## src/rtl/cim_chip_sequencer.sv

```systemverilog
// CIM chip operation sequencer: IDLE -> SETUP -> PULSE -> HOLD -> DONE around one chip access.
// Optional macro CIM_SEQ_BITSYNC_EN adds a 2-flop synchronizer on bit_in_i before capture.
module cim_chip_sequencer #(
  parameter int SETUP_CYC = 2,
  parameter int PULSE_CYC = 4,
  parameter int HOLD_CYC  = 2
) (
  input  logic       clk_sys_in,
  input  logic       rst_sys_in,
  input  logic       req_valid_i,
  output logic       req_ready_o,
  input  logic [1:0] req_op_i,
  input  logic [4:0] req_col_i,
  input  logic [4:0] req_row_i,
  input  logic       req_wdata_i,
  output logic       rsp_valid_o,
  output logic [3:0] rsp_data_o,
  output logic       busy_o,
  output logic       cbl_o,
  output logic       cblen_o,
  output logic       csl_o,
  output logic       cwl_o,
  output logic [1:0] instr_o,
  output logic [4:0] addr_col_o,
  output logic [4:0] addr_row_o,
  input  logic [3:0] bit_in_i
);

  typedef enum logic [2:0] {
    ST_IDLE,
    ST_SETUP,
    ST_PULSE,
    ST_HOLD,
    ST_DONE
  } state_t;

  localparam logic [1:0] OP_PROG    = 2'b11;
  localparam logic [1:0] OP_READREG = 2'b01;
  localparam logic [3:0] SETUP_LD   = 4'(SETUP_CYC - 1);
  localparam logic [3:0] PULSE_LD   = 4'(PULSE_CYC - 1);
  localparam logic [3:0] HOLD_LD    = 4'(HOLD_CYC - 1);

  state_t     r_state;
  state_t     w_state_next;
  logic [3:0] r_cnt;
  logic [3:0] w_cnt_next;
  logic       w_accept;
  logic       w_last_pulse;
  logic       w_pulse_next;
  logic [3:0] w_bit;

  logic [1:0] r_op;
  logic [4:0] r_col;
  logic [4:0] r_row;
  logic       r_wdata;
  logic       r_cbl;
  logic       r_cblen;
  logic       r_csl;
  logic       r_cwl;
  logic       r_rsp_valid;
  logic [3:0] r_rsp_data;

  always_ff @(posedge clk_sys_in or posedge rst_sys_in) begin
    if (rst_sys_in) begin
      r_state <= ST_IDLE;
      r_cnt   <= 4'd0;
    end else begin
      r_state <= w_state_next;
      r_cnt   <= w_cnt_next;
    end
  end

  // One down-counter serves every timed state; it is reloaded on each transition.
  always_comb begin
    w_state_next = r_state;
    w_cnt_next   = r_cnt;
    w_accept     = 1'b0;
    case (r_state)
      ST_IDLE: begin
        if (req_valid_i) begin
          w_accept     = 1'b1;
          w_state_next = ST_SETUP;
          w_cnt_next   = SETUP_LD;
        end
      end
      ST_SETUP: begin
        if (r_cnt == 4'd0) begin
          w_state_next = ST_PULSE;
          w_cnt_next   = PULSE_LD;
        end else begin
          w_cnt_next = r_cnt - 4'd1;
        end
      end
      ST_PULSE: begin
        if (r_cnt == 4'd0) begin
          w_state_next = ST_HOLD;
          w_cnt_next   = HOLD_LD;
        end else begin
          w_cnt_next = r_cnt - 4'd1;
        end
      end
      ST_HOLD: begin
        if (r_cnt == 4'd0) begin
          w_state_next = ST_DONE;
          w_cnt_next   = 4'd0;
        end else begin
          w_cnt_next = r_cnt - 4'd1;
        end
      end
      ST_DONE: begin
        w_state_next = ST_IDLE;
      end
      default: begin
        w_state_next = ST_IDLE;
        w_cnt_next   = 4'd0;
      end
    endcase
  end

  assign w_last_pulse = (r_state == ST_PULSE) && (r_cnt == 4'd0);
  assign w_pulse_next = (w_state_next == ST_PULSE);

`ifdef CIM_SEQ_BITSYNC_EN
  logic [3:0] r_sync1;
  logic [3:0] r_sync2;

  always_ff @(posedge clk_sys_in or posedge rst_sys_in) begin
    if (rst_sys_in) begin
      r_sync1 <= 4'd0;
      r_sync2 <= 4'd0;
    end else begin
      r_sync1 <= bit_in_i;
      r_sync2 <= r_sync1;
    end
  end

  assign w_bit = r_sync2;
`else
  assign w_bit = bit_in_i;
`endif

  // The request register doubles as the chip instr/address drivers, so the
  // values stay put from acceptance through DONE and into IDLE.
  always_ff @(posedge clk_sys_in or posedge rst_sys_in) begin
    if (rst_sys_in) begin
      r_op        <= 2'b00;
      r_col       <= 5'd0;
      r_row       <= 5'd0;
      r_wdata     <= 1'b0;
      r_cbl       <= 1'b0;
      r_cblen     <= 1'b0;
      r_csl       <= 1'b0;
      r_cwl       <= 1'b0;
      r_rsp_valid <= 1'b0;
      r_rsp_data  <= 4'd0;
    end else begin
      if (w_accept) begin
        r_op    <= req_op_i;
        r_col   <= req_col_i;
        r_row   <= req_row_i;
        r_wdata <= req_wdata_i;
      end
      r_csl       <= w_pulse_next;
      r_cwl       <= w_pulse_next && (r_op != OP_READREG);
      r_cblen     <= w_pulse_next && (r_op == OP_PROG);
      r_cbl       <= w_pulse_next && (r_op == OP_PROG) && r_wdata;
      r_rsp_valid <= (w_state_next == ST_DONE);
      if (w_last_pulse && (r_op != OP_PROG)) begin
        r_rsp_data <= w_bit;
      end
    end
  end

  assign req_ready_o = (r_state == ST_IDLE) && !rst_sys_in;
  assign busy_o      = (r_state != ST_IDLE);
  assign rsp_valid_o = r_rsp_valid;
  assign rsp_data_o  = r_rsp_data;
  assign cbl_o       = r_cbl;
  assign cblen_o     = r_cblen;
  assign csl_o       = r_csl;
  assign cwl_o       = r_cwl;
  assign instr_o     = r_op;
  assign addr_col_o  = r_col;
  assign addr_row_o  = r_row;

endmodule

```

## config.mk

```make
export PLATFORM = sky130hd
export DESIGN_NAME = cim_chip_sequencer
export DESIGN_NICKNAME = d
export VERILOG_FILES = /design/src/rtl/cim_chip_sequencer.sv
export SDC_FILE = /design/constraint.sdc
export NUM_CORES = 1
export LEC_CHECK = 0
export CORE_ASPECT_RATIO = 1.75
export CORE_MARGIN = 2
export CORE_UTILIZATION = 44
export CTS_CLUSTER_DIAMETER = 100
export CTS_CLUSTER_SIZE = 28
export DETAILED_ROUTE_END_ITERATION = 7
export PLACE_DENSITY_LB_ADDON = 0.25
export SLEW_MARGIN = 30
export SYNTH_ARGS = -nofsm -noshare
export SYNTH_HDL_FRONTEND = slang
export SYNTH_SLANG_ARGS = --single-unit
```

## constraint.sdc

```tcl
create_clock -name clk_sys_in -period 2.05 [get_ports clk_sys_in]
set_input_delay 0.615 -clock clk_sys_in [delete_from_list [all_inputs] [get_ports clk_sys_in]]
set_output_delay 0.615 -clock clk_sys_in [all_outputs]
set_load 0.02 [all_outputs]
```

### Yosys cells after proc, flatten, opt, wreduce, memory -nomap -nowiden

Cells that the tools add are included.

| cells by class | value |
|---|---|
| $add $sub $neg | 1 |
| eq/ne operators | 10 |
| muxes and demuxes | 12 |
| bitwise operators | 1 |
| reduce and logical (&&, ||, !) cells | 11 |

Operator list:

| cell | count |
|---|---|
| $pmux W4 S5 | 1 |
| $mux W4 | 4 |
| $mux W3 | 4 |
| $pmux W3 S4 | 1 |
| $eq A3 B2 Y1 const B | 3 |
| $eq A3 B3 Y1 const B | 2 |
| $logic_and A1 B1 Y1 | 6 |
| $logic_not A4 Y1 | 1 |
| $ne A2 B2 Y1 const B | 2 |
| $sub A4 B1 Y4 const B | 1 |
| $eq A3 B1 Y1 const B | 1 |
| $logic_not A3 Y1 | 1 |
| $reduce_bool A3 Y1 | 1 |
| $eq A2 B2 Y1 const B | 1 |
| $mux W1 | 2 |
| $ne A2 B1 Y1 const B | 1 |
| $reduce_and A2 Y1 | 1 |
| $logic_not A1 Y1 | 1 |
| $not A1 Y1 | 1 |

| word-level totals | value |
|---|---|
| register bits after elaboration | 29 |
| input port bits | 20 |
| output and inout bits | 23 |
| logic and storage cells | 47 |

### Longest topological paths before layout

| logic depth | value |
|---|---|
| depth after elaboration | 6 |
| depth in mapped cells | 4 |
| gate-level depth less buffers | 3 |

### Worst setup path before layout

No wires, ideal clock.

| timing | value |
|---|---|
| path kind | flip-flop to output port |
| start point | register r_state[0] |
| end point | output req_ready_o |
| data arrival time | 1198 ps |
| data required time | 1435 ps |
| path slack | 237 ps |
| stages on the path, launching flop included | 3 |
| buffers on the path | 0 |
| cells stage by stage | dfrtp_1 > or3_1 > nor2_1 |

| between the ends | value |
|---|---|
| cells in the longest elaborated chain, start to end | 2 |

RTL lines:

| item | RTL line | source |
|---|---|---|
| start, declared | 43 | `state_t r_state;` |
| start signal, assigned | 68 | `r_state <= w_state_next;` |
| $logic_not A3 Y1 | 174 | `assign req_ready_o = (r_state == ST_IDLE) && !rst_sys_in;` |
| $logic_and A1 B1 Y1 | 174 |  |
| end, declared | 11 | `output logic req_ready_o,` |

No other way between the ends.

### Worst setup path after layout

| timing | value |
|---|---|
| start point | input rst_sys_in |
| end point | output req_ready_o |

| between the ends | value |
|---|---|
| cells in the longest elaborated chain, start to end | 2 |

RTL lines:

| item | RTL line | source |
|---|---|---|
| start, declared | 9 | `input logic rst_sys_in,` |
| $logic_not A1 Y1 | 174 |  |
| $logic_and A1 B1 Y1 | 174 |  |

No other way between the ends.

==> summary.txt <==
Worst R2R Path Depth: 3
Synth cell types: 27
first-pass GRT wire length: 4410 um
RSZ-0062 raised after global routing: no
layout cells sized above 1: 25.0%
die height: 73.6 um
number of global-route vias before repair: 950
GR peak layer: met2
Worst-Margin Slew: 0.455 ns
most frequent cells in the layout: clkdlybuf4s50_1 (40), dfrtp_1 (29), mux2_2 (17), clkbuf_8 (6), buf_4 (6)
diode count: 0
syn nets: 112
cell at the slowest stage of the critical path: clkdlybuf4s50_1
largest net degree at the start of global routing: 30
DRT antenna net count: 0
Fin Hold WS: 0.508 ns
io pins: 43
# hold bufs at CTS: 0
GRT Resource Usage Total: 19.0%
power density over the cells: 1610 nW/um2
worst hold path class: reg2reg
Setup WS post-layout: 0.0386 ns
commonest non-fill, non-tap cell in the layout: clkdlybuf4s50_1
area of the multi-input gates: 458 um2
Yosys warning total: 0
kind of critical path: in2out
CP arrival: 1.40 ns
Final Hold Fails: 0
CP max FO: 2
CTS Buffer Depth: 2
CTS buffer count: 5
# port buffers: 42
Slew headroom: 69.4%
WHS Endpoint: addr_col_o[4]
Crit path required time: 1.43 ns
1st-iter DRT viols: 8
sequential area share after synthesis: 59.5%
H-tree lvl count: 2
Slew Viols, Final: 0
Core Box Area: 2660 um2
Skew-Pair Late Insertion Delay: 0.27 ns
met3 Use GR: 7.62%
FILL cells: 203
Leak: 0.000767 uW
CP Capture Type: primary output
synthesis-to-layout area growth: 47.7%
result of the run: finished clean
clock period minus worst slack: 2.01 ns
reg2reg setup slack: 0.39 ns
hold path cells: 1
CTS tree: built
FF-to-FF End: rsp_data_o[3]
post-synth design cell area: 1220 um2
CP startpoint kind: input port
reg-to-reg startpoint: r_cnt[0]
Setup Skew: 0.00197 ns
Cell Chain, Critical Path: clkdlybuf4s50_1, nor2_1, clkdlybuf4s15_2
final HPWL from detailed placement: 1990 um
fin crit share: 98.1%
maximum vdd drop: 905 uV
total grt overflow: 0
Hold Path Origin: addr_col_o[4]
Clock transition at path regs: 0.06 ns
# DRC: 0
Final #Nets: 164
DP Worst Slack: -0.318 ns
Die ar.: 3220 um2
Yosys reg bits: 29
met2 Use GR: 33.7%
M1 GR Usage: 19.2%
Synth Area per Inst: 13.2 um2
Chip Width: 43.8 um
Initial Util: 45.8%
TritonRoute pass-1 iters: 4
Root Driver: clkbuf_8
max cap viols: 0
final WL: 2610 um
post-synthesis cell count: 92
CTS sink cnt: 29
setup repair bufs after CTS: 0
row count: 25
max frequency: 497 MHz
Final GP Congestion: 0.702
largest stage delay on the critical path: 0.42 ns
setup violators final: 0
DR vias: 929
setup tns final: 0 ns
flip-flop and latch area: 726 um2
initial antenna violation count: 0
WL/cell: 15.3 um
vias per cell: 5.43
## where the power goes
group,total [uW],switching [uW],internal [uW]
Combinational,1450,701,751
Clock,458,193,265
Sequential,983,164,820
Total,2890,1060,1840
## kinds of logic (layout without fill, tap and decap cells)
kind of cell	after synthesis	count (layout)	synth area share (%)
simple gates	21	21	11.7
buf+inv	8	60	2.87
compound gates	15	15	8.62
xor+xnor	1	1	0.719
mux	18	18	16.5
flops	29	29	59.5
## cell usage after synthesis (all sizes together)
| library cell | number | area [um2] |
|---|---|---|
| dfrtp | 29 | 726 |
| mux2 | 17 | 191 |
| a21oi | 5 | 25.0 |
| nor2 | 5 | 21.3 |
| inv | 4 | 15.0 |
| nand2 | 3 | 11.3 |
| nor2b | 3 | 18.8 |
| nor3 | 3 | 15.0 |
| o21a | 3 | 22.5 |
| buf | 2 | 12.5 |
| clkbuf | 2 | 7.51 |
| nor3b | 2 | 15.0 |
| or3 | 2 | 12.5 |
| a211oi | 1 | 7.51 |
| a21o | 1 | 7.51 |
| a221oi | 1 | 8.76 |
| a22o | 1 | 8.76 |
| a311oi | 1 | 8.76 |
| mux2i | 1 | 10.0 |
| nand4 | 1 | 12.5 |
| nor4 | 1 | 21.3 |
| nor4b | 1 | 15.0 |
| o21bai | 1 | 7.51 |
| o2bb2ai | 1 | 8.76 |
| xor2 | 1 | 8.76 |
## metrics by stage
stage | area (um2) | instances | total power [uW] | util (%)
floorplan | 1220 | 92 | 1810 | -
global placement | 1720 | 164 | 2380 | 64.6
detailed placement | 1720 | 164 | 2460 | 64.6
CTS | 1810 | 171 | 2930 | 68.0
global route | 1800 | 171 | 3070 | 67.7
finish | 1800 | 171 | 2890 | 67.7
## timing repair
action | CTS | global route
gates resized for setup | 6 | 1
endpoints found under the setup margin | 2 | 1
gates cloned | 0 | 0
## critical path: cells and delay by family
family | cells | cell delay, ns
buffers and inverters | 2 | 0.68
and+or+nand+nor | 1 | 0.10
## worst max path at each step
stage                from     endpoint  slack, ns  cells past startpoint
2_1_floorplan  r_state[0]  req_ready_o       0.24                      2
3_3_place_gp   rst_sys_in  req_ready_o      -0.30                      3
3_5_place_dp   rst_sys_in  req_ready_o      -0.32                      3
4_1_cts        r_state[1]       busy_o      0.007                      3
5_1_grt        rst_sys_in  req_ready_o      0.006                      3
6_report       rst_sys_in  req_ready_o       0.04                      3
## registers in the layout, summed over array words and instances (netlist names)
register,flops
r_wdata,1
addr_row_o,5
addr_col_o,5
cblen_o,1
csl_o,1
cbl_o,1
instr_o,2
r_cnt,4
rsp_valid_o,1
rsp_data_o,4
cwl_o,1
r_state,3
## final cells by class
| type | count | area share [%] |
|---|---|---|
| flip-flops and latches | 29 | 40.3 |
| repair buffers | 49 | 26.8 |
| multi-input cells | 55 | 25.4 |
| clock buffers | 7 | 4.79 |
| well taps | 27 | 1.88 |
| inverters | 4 | 0.834 |
## per-layer routing
layer	vias to the layer above	wire [um]
li1	430	-
met1	460	890
met2	34	1480
met3	5	189
met4	0	43
met5	-	0
(Power assumes the default switching activity.)
